==> config.mk <==
export PLATFORM = sky130hd
export DESIGN_NAME = unified_mem_arbiter
export DESIGN_NICKNAME = d
export VERILOG_FILES = /design/src/rtl/unified_mem_arbiter.sv
export SDC_FILE = /design/constraint.sdc
export NUM_CORES = 1
export LEC_CHECK = 0
export ABC_CLOCK_PERIOD_IN_PS = 4700
export CORE_UTILIZATION = 45
export DETAILED_ROUTE_END_ITERATION = 6
export MAX_ROUTING_LAYER = met4
export PLACE_DENSITY_LB_ADDON = 0.1
export SLEW_MARGIN = 20
export SYNTH_ARGS = -nofsm -noshare
export SYNTH_HDL_FRONTEND = slang
export SYNTH_SLANG_ARGS = --single-unit
==> constraint.sdc <==
create_clock -name clk -period 4.7 [get_ports clk]
set_input_delay 0.94 -clock clk [delete_from_list [all_inputs] [get_ports clk]]
set_output_delay 0.94 -clock clk [all_outputs]
set_load 0.005 [all_outputs]
==> src/rtl/unified_mem_arbiter.sv <==
// Arbitrates one shared single-port memory between an instruction-fetch port and a
// load/store port. Data normally wins; a bounded starvation counter guarantees fetch progress.
module unified_mem_arbiter #(
  parameter int unsigned STARVE_LIMIT = 4
) (
  input  logic        clk,
  input  logic        rst,
  input  logic        if_req_i,
  input  logic [31:0] if_addr_i,
  output logic [31:0] if_rdata_o,
  output logic        if_valid_o,
  input  logic        d_req_i,
  input  logic        d_we_i,
  input  logic [31:0] d_addr_i,
  input  logic [31:0] d_wdata_i,
  output logic [31:0] d_rdata_o,
  output logic        d_valid_o,
  output logic        mem_req_o,
  output logic        mem_we_o,
  output logic [31:0] mem_addr_o,
  output logic [31:0] mem_wdata_o,
  input  logic        mem_ack_i,
  input  logic [31:0] mem_rdata_i,
  output logic        stall_if_o,
  output logic        stall_mem_o,
  output logic        err_o
);

  typedef enum logic [1:0] {
    IDLE    = 2'd0,
    IF_BUSY = 2'd1,
    D_BUSY  = 2'd2
  } state_t;

  localparam logic [2:0] LIMIT = 3'(STARVE_LIMIT);

  state_t     state;
  logic [2:0] starve_cnt;
  logic       starved;
  logic       fetch_win;
  logic       data_win;

  // Fetch only beats a pending data request once data has had LIMIT grants in a row.
  assign starved   = (starve_cnt == LIMIT);
  assign fetch_win = if_req_i & (~d_req_i | starved);
  assign data_win  = d_req_i & ~fetch_win;

  assign stall_if_o  = if_req_i & ~if_valid_o;
  assign stall_mem_o = d_req_i & ~d_valid_o;

  always_ff @(posedge clk or negedge rst) begin
    if (!rst) begin
      state       <= IDLE;
      starve_cnt  <= '0;
      mem_req_o   <= 1'b0;
      mem_we_o    <= 1'b0;
      mem_addr_o  <= '0;
      mem_wdata_o <= '0;
      if_rdata_o  <= '0;
      d_rdata_o   <= '0;
      if_valid_o  <= 1'b0;
      d_valid_o   <= 1'b0;
      err_o       <= 1'b0;
    end else begin
      if_valid_o <= 1'b0;
      d_valid_o  <= 1'b0;
      case (state)
        IDLE: begin
          if (!if_req_i) starve_cnt <= '0;
          // An ack with nothing outstanding is a protocol violation: flag it, grant nothing.
          if (mem_ack_i) begin
            err_o <= 1'b1;
          end else if (fetch_win) begin
            state      <= IF_BUSY;
            mem_req_o  <= 1'b1;
            mem_we_o   <= 1'b0;
            mem_addr_o <= if_addr_i;
            starve_cnt <= '0;
          end else if (data_win) begin
            state       <= D_BUSY;
            mem_req_o   <= 1'b1;
            mem_we_o    <= d_we_i;
            mem_addr_o  <= d_addr_i;
            mem_wdata_o <= d_wdata_i;
            if (if_req_i && !starved) starve_cnt <= starve_cnt + 3'd1;
          end
        end
        IF_BUSY: begin
          if (mem_ack_i) begin
            state      <= IDLE;
            mem_req_o  <= 1'b0;
            if_valid_o <= 1'b1;
            if_rdata_o <= mem_rdata_i;
          end
        end
        D_BUSY: begin
          if (mem_ack_i) begin
            state     <= IDLE;
            mem_req_o <= 1'b0;
            mem_we_o  <= 1'b0;
            d_valid_o <= 1'b1;
            if (!mem_we_o) d_rdata_o <= mem_rdata_i;
          end
        end
        default: state <= IDLE;
      endcase
    end
  end

endmodule

==> reports/summary.md, run 1 <==
Setup repair after global routing left no endpoint under its margin. The final weighted congestion of routability-driven global placement came out at 0.835. In this run the worst hold path is classified as reg -> reg. Counting flops with a built-in enable in the synthesized netlist gives 0. The startpoint class of the critical path was an input pin. TritonCTS built the clock tree.

Clock tree synthesis found a total of 138 sinks. For the pin with the worst max-slew slack, the measured transition is 0.964 ns. The time the final worst path needs with I/O delays and setup came out at 3.35 ns. The first detailed-routing pass took 4 iterations. The worst-case IR drop observed on VDD is 380 µV.

In the final routed layout, each cell accounts on average for 18.3 µm. The tools report the number of inserted filler cells in the final layout as 945. The run finished with clean final reports.

The total overflow left after global routing is 0. The tools report the number of global-route vias before repair as 4,821. The data required time of the worst path is 3.76 ns, and the number of cell instances on the worst register-to-register path is 5. The worst hold path stage count works out to 1. The full die area came out at 13,400 µm². The starting utilization of the core area was 0.460; the final instance count without filler cells was 894. The share of post-route cells with drive strength above 1 works out to 0.187. Kind of end point of the critical path: an output pin. The count of endpoints failing setup in the final report came out at 0. The tools report the end of the worst register-to-register path as mem_wdata_o[6]. The depth of the CTS H-tree was 4; the final cell utilization of the core was 0.722.

Post-CTS timing repair inserted 0 buffers for setup. The number of different library cells used by synthesis comes to 40. The max-slew headroom at the worst pin is 0.358, and the number of instances in the synthesized netlist is 455. The synthesized flop and latch total was 138; the clock latency reported for the late side of the worst-skew pair was 0.41 ns. The fraction of post-synthesis cell area in the top cell type by area is 0.595, and the total of max-cap violations is 0. The critical-path maximum fanout came out at 38. The startpoint of the worst register-to-register path is state[0].

The total standard cell area after synthesis came out at 5810 µm². The most used flip-flop cell after synthesis is sky130_fd_sc_hd__dfrtp_1. Yosys printed 0 warnings.

Buffers inserted to repair hold after CTS numbered 0. The logs give 0 for the initial antenna violation count and 0.00372 µW for the leakage power. The logs give 0 for the count of final hold-check violations and 0.298 GHz for the fmax.

Clock-pin slew was measured on the worst setup and hold paths at 0.06 ns. For the fraction of the yosys area taken by sequential cells, the log shows 0.595. Dividing total power by cell area gives a power density of 630 nW/µm². The final route contains 4,744 vias.

The tree is rooted in a sky130_fd_sc_hd__clkbuf_16. For the area of the core, the log shows 12,600 µm². On the final layout, the worst hold slack is 0.469 ns. The die boundary width was 116 µm. The run gives 0 as the number of cells upsized or downsized after cts. For this run, design rule violations remaining after detail routing come to 0. During placement, the flow inserted port buffers numbering 268. The run gives 848 as the number of nets in the finished design.

In this run the deepest clock path goes through 2 buffers. The logs give 107 for the pin count of the biggest net entering global routing and 0 for the number of diodes. Synthesis produced a netlist with a net count of 594. Of all cell types, the one taking the most synthesized area is sky130_fd_sc_hd__dfrtp_1. The signed area change from the synthesized netlist to the final layout was 57.0%; the number of cells in the design after placement was 862. The data arrival time of the worst path was 2.41 ns. After the first detailed-routing iteration, the DRC count stood at 402. Pin placement for this block handled 269 I/O pins.

Setup total negative slack on the finished layout was measured at 0 ns. The run gives 8540 µm² as the area of placed instances. Each instance of the synthesized netlist takes up on average 12.8 µm². Dividing the detail-routed via count by the number of cells gives 5.31. The tools report the worst hold endpoint as err_o. The die is 116 µm tall.

Summing all non-filler instances in the final layout gives an area of 9120 µm². Sorting the synthesized cells by area gives the leading types as sky130_fd_sc_hd__dfrtp_1 59%, sky130_fd_sc_hd__mux2_2 18%, sky130_fd_sc_hd__a31oi_1 3.3%. The critical path in this run is classified as in -> out. In this run the most critical hold path is launched from err_o. The half-perimeter wire length after placement came out at 11.1 mm. The detailed-route wire length was 16.3 mm; the number of clock buffers inserted by TritonCTS was 17. In this run the remaining antenna-violating nets after routing total 0.

The run gives 0.252 as the total track usage. The wire length of the first global-routing pass is 24.7 mm, and the post-route clock skew is 0.00734 ns. The setup slack of the most critical reg-to-reg path was 2.15 ns; the count of standard-cell rows was 41. The post-route fraction of the period consumed by the critical path was 0.713; the async set-or-reset flop fraction in the synthesized netlist was 1.00. The number of max-slew violations in the final report came out at 0.
-- flip-flops by register name, indices dropped and copies added, names as in the netlist --
signal / count
d_rdata_o: 32
if_rdata_o: 32
mem_addr_o: 32
mem_wdata_o: 32
starve_cnt: 3
state: 2
d_valid_o: 1
err_o: 1
if_valid_o: 1
mem_req_o: 1
mem_we_o: 1
-- worst max path at each step --
stage / cells past startpoint / endpoint / slack, ns / start
detailed placement: 4 / stall_if_o / 1.36 / if_req_i
CTS: 4 / stall_if_o / 1.36 / if_req_i
global route: 4 / stall_if_o / 1.27 / if_req_i
floorplan: 5 / stall_if_o / 2.10 / if_req_i
global placement: 4 / stall_if_o / 1.37 / if_req_i
finish: 4 / stall_if_o / 1.35 / if_req_i
-- layout by cell type, fill, tap and decap left out, drive strengths merged, types with 8 or more instances in the layout --
cell type / count
inv: 8
a31oi: 32
nand3: 36
a21oi: 33
dfrtp: 138
mux2: 96
o21ai: 36
clkdlybuf4s50: 267
clkbuf: 25
buf: 8
-- final cells by class --
cell class                 instances  area [µm²]  share of cell area
timing repair buffer             275        2740               0.300
tap                              172         215              0.0236
clock buffer                      25         485              0.0532
sequential                       138        3450               0.379
multi-input combinational        269        2110               0.231
clock inverter                     7        90.1             0.00988
inverter                           8        30.0             0.00329
-- synth_stat cells (3+ instances only) --
library cell               count
sky130_fd_sc_hd__buf_6         6
sky130_fd_sc_hd__ha_1          5
sky130_fd_sc_hd__buf_2        15
sky130_fd_sc_hd__dfrtp_1     138
sky130_fd_sc_hd__o21ai_0      35
sky130_fd_sc_hd__a21oi_1      33
sky130_fd_sc_hd__nand3_1      35
sky130_fd_sc_hd__nand2_1       3
sky130_fd_sc_hd__clkbuf_1     18
sky130_fd_sc_hd__mux2_1        3
sky130_fd_sc_hd__a31oi_1      31
sky130_fd_sc_hd__mux2_2       93
sky130_fd_sc_hd__inv_1         7
-- cells by family (layout without fill, tap and decap cells) --
logic type                 after synthesis  count (layout)  share of synthesized area
buffers and inverters                   48             315                     0.0427
muxes                                   97              97                      0.188
AOI/OAI and AO/OA                      116             116                      0.116
DFF                                    138             138                      0.595
adders and majority gates                5               5                     0.0108
and+or+nand+nor                         51              51                     0.0476
-- metrics by stage --
stage	total power [µW]	setup WS, ns
after floorplan	2970	2.10
after global placement	4380	1.37
after detailed placement	4470	1.36
after CTS	5790	1.36
after global routing	6060	1.27
final	5740	1.35
-- critical path, cell delays in order --
cell and delay, ns:
sky130_fd_sc_hd__clkdlybuf4s50_1 0.44, sky130_fd_sc_hd__inv_2 0.45, sky130_fd_sc_hd__nor2_1 0.10, sky130_fd_sc_hd__clkdlybuf4s50_1 0.46
-- where the power goes --
group          internal, µW  switching (µW)
Sequential             1770             306
Combinational          1560             815
Clock                   821             472
Total                  4150            1590
-- layer usage --
layer,part of all wire,track usage,up-vias
li1,-,-,2156
met1,0.41,0.296,2341
met2,0.49,0.400,220
met3,0.086,0.0774,27
met4,0.023,0.109,0
met5,0,-,-
Power figures use the tool's default switching activity.
==> inputs of run 2 (changes only) <==
--- a/config.mk
+++ b/config.mk
@@ -5,8 +5,8 @@
 export SDC_FILE = /design/constraint.sdc
 export NUM_CORES = 1
 export LEC_CHECK = 0
-export ABC_CLOCK_PERIOD_IN_PS = 4700
-export CORE_UTILIZATION = 45
+export ABC_CLOCK_PERIOD_IN_PS = 3000
+export CORE_UTILIZATION = 37
 export DETAILED_ROUTE_END_ITERATION = 6
 export MAX_ROUTING_LAYER = met4
 export PLACE_DENSITY_LB_ADDON = 0.1
==> constraint.sdc (replaced) <==
create_clock -name clk -period 3 [get_ports clk]
set_input_delay 0.6 -clock clk [delete_from_list [all_inputs] [get_ports clk]]
set_output_delay 0.6 -clock clk [all_outputs]
set_load 0.005 [all_outputs]
==> reports/summary.md, run 2 (synthesized netlist as in run 1, its figures left out) <==
End of the worst register-to-register path: mem_addr_o[25]. Entering global routing, the biggest net connects 67 pins. The run gives 0.00642 ns as the post-route clock skew. The critical-path maximum fanout came out at 6. The post-route fraction of the period consumed by the critical path was 0.829. Excluding fillers, the count of instances in the completed layout stands at 937.

Adding up every negative setup slack in the final design gives 0 ns. Row generation in the floorplan step produced 45 rows. Power spread over the standard cell area amounts to 974 nW/µm². VDD sags by at most 571 µV.

For this design the top-level I/O count stands at 269. The time the final worst path needs with I/O delays and setup is 2.49 ns, and the total track usage is 0.218. STA classifies the critical path endpoint as an output pin.

Dividing the detail-routed wire length by the instance count gives 17.9 µm. The tools report the half-perimeter wire length after placement as 11.5 mm. The count of port buffers added during placement is 268. TritonCTS built the clock tree. The data arrival time of the worst path is 1.89 ns. The design draws 8970 µW. The count of TritonRoute iterations in the first routing pass is 5, and the full die area is 16,200 µm². The number of sinks handled by clock tree synthesis was 138. Worst setup path endpoint: stall_if_o. Global routing finished with a remaining overflow of 0. The height of the chip is 127 µm. The transition at the pin with the smallest max-transition slack was 0.699 ns.

Starting utilization of the core area: 0.380. After clock tree synthesis, the clock-pin slew on the worst setup and hold paths is 0.06 ns. After detailed routing, the number of remaining DRC violations is 0.

Classification of the worst-slack hold path: in -> async. For the buffers inserted during post-CTS setup optimization, the log shows 0. The signed area change from the synthesized netlist to the final layout works out to 58.7%. The final weighted congestion of routability-driven global placement is 0.827, and the share of post-route cells with drive strength above 1 is 0.196. The worst setup path is launched from an input pin. The number of cells upsized or downsized after cts is 0, and the total of max-cap violations is 0. Kind of critical path: in -> out.

Summing over every cut layer, the via total after detailed routing is 4,738. The run gives 0 as the number of diodes. The clock tree synthesis step divided the H-tree into 4 levels. Summed over all cells, the static leakage comes to 0.00376 µW. Clock tree synthesis selected as its root buffer the cell sky130_fd_sc_hd__clkbuf_16. The tools report the number of nets in the finished design as 852.

Setup violations remaining at the end of the flow were counted as 0. Once detail routing completed, the nets flagged for antenna violations numbered 0. The run gives 0 as the number of max-slew violations in the final report. The area of the core is 15,300 µm².

STA puts the critical path data required time at 2.40 ns. The detailed-route vias per instance is 5.06. The tools report the max-slew headroom at the worst pin as 0.534.

The startpoint identified for the worst register-to-register timing path is state[0]. The worst register-to-register path has a depth of 6. In this run, placement finished with an instance count of 905.

Tracing the worst setup path back leads to its startpoint at if_req_i. After the first detailed-routing iteration, the DRC count stood at 324. Counting along the longest clock path gives a buffer depth of 2.

The count of final hold-check violations is 0. The run finished with clean final reports. The library cell used most frequently in the layout, excluding fill and tap cells, is sky130_fd_sc_hd__clkdlybuf4s50_1.

The setup slack of the most critical reg-to-reg path was 0.68 ns. Hold repair after CTS inserted 0 buffers. The detailed-route wire length is 16.8 mm, and the clock latency reported for the late side of the worst-skew pair is 0.42 ns.

The number of global-route vias before repair is 5,020. The first global-routing pass estimated 26.2 mm of wire. Based on the critical path, the design can be clocked at up to 0.402 GHz. The initial antenna violation count was 0. The die boundary width came out at 127 µm.

The library cells used most frequently in the layout, excluding fill and tap cells, are 267 x sky130_fd_sc_hd__clkdlybuf4s50_1, 138 x sky130_fd_sc_hd__dfrtp_1, 93 x sky130_fd_sc_hd__mux2_2. Setup repair after global routing left no endpoint under its margin. Buffers inserted during clock tree synthesis total 17.
## run 2: final cells by class
cell class | count | area [µm²]
Fill cell | 1250 | 6050
Inverter | 8 | 30.0
Sequential cell | 138 | 3450
Timing Repair Buffer | 279 | 2790
Multi-Input combinational cell | 269 | 2110
Tap cell | 211 | 264
Clock inverter | 10 | 92.6
Clock buffer | 22 | 474
## run 2: worst min-delay path by stage
stage,slack [ns],endpoint,cells after the start
after floorplan,0.30,d_rdata_o[0],0
after global placement,0.45,err_o,1
after detailed placement,0.45,err_o,1
after CTS,0.1,mem_wdata_o[19],1
after global routing,0.12,mem_wdata_o[19],1
final,0.09,mem_wdata_o[19],1
## run 2: metal layers
layer	track usage	up-vias	share of wire
li1	-	2157	-
met3	0.0846	19	0.095
met4	0.0735	0	0.016
met1	0.255	2320	0.41
met5	-	-	0
met2	0.345	242	0.48
## run 2: stage by stage
stage	area [µm²]	worst slack [ns]	util	hold slack, ns
final	9210	0.513	0.604	0.0907
after global routing	9210	0.458	0.604	0.118
after CTS	9210	0.496	0.604	0.0970
after detailed placement	8650	0.415	0.567	0.450
after global placement	8650	0.481	0.567	0.449
after floorplan	5810	1.08	-	0.304
## run 2: critical path: stages
cell                              delay (ns)
sky130_fd_sc_hd__clkdlybuf4s50_1        0.60
sky130_fd_sc_hd__inv_2                  0.07
sky130_fd_sc_hd__nor2_1                 0.11
sky130_fd_sc_hd__clkdlybuf4s50_1        0.50
## run 2: power breakdown
part | internal [µW] | switching, µW | total (µW)
Combinational | 2450 | 1260 | 3710
Sequential | 2780 | 498 | 3280
Clock | 1210 | 781 | 1990
Total | 6430 | 2540 | 8970
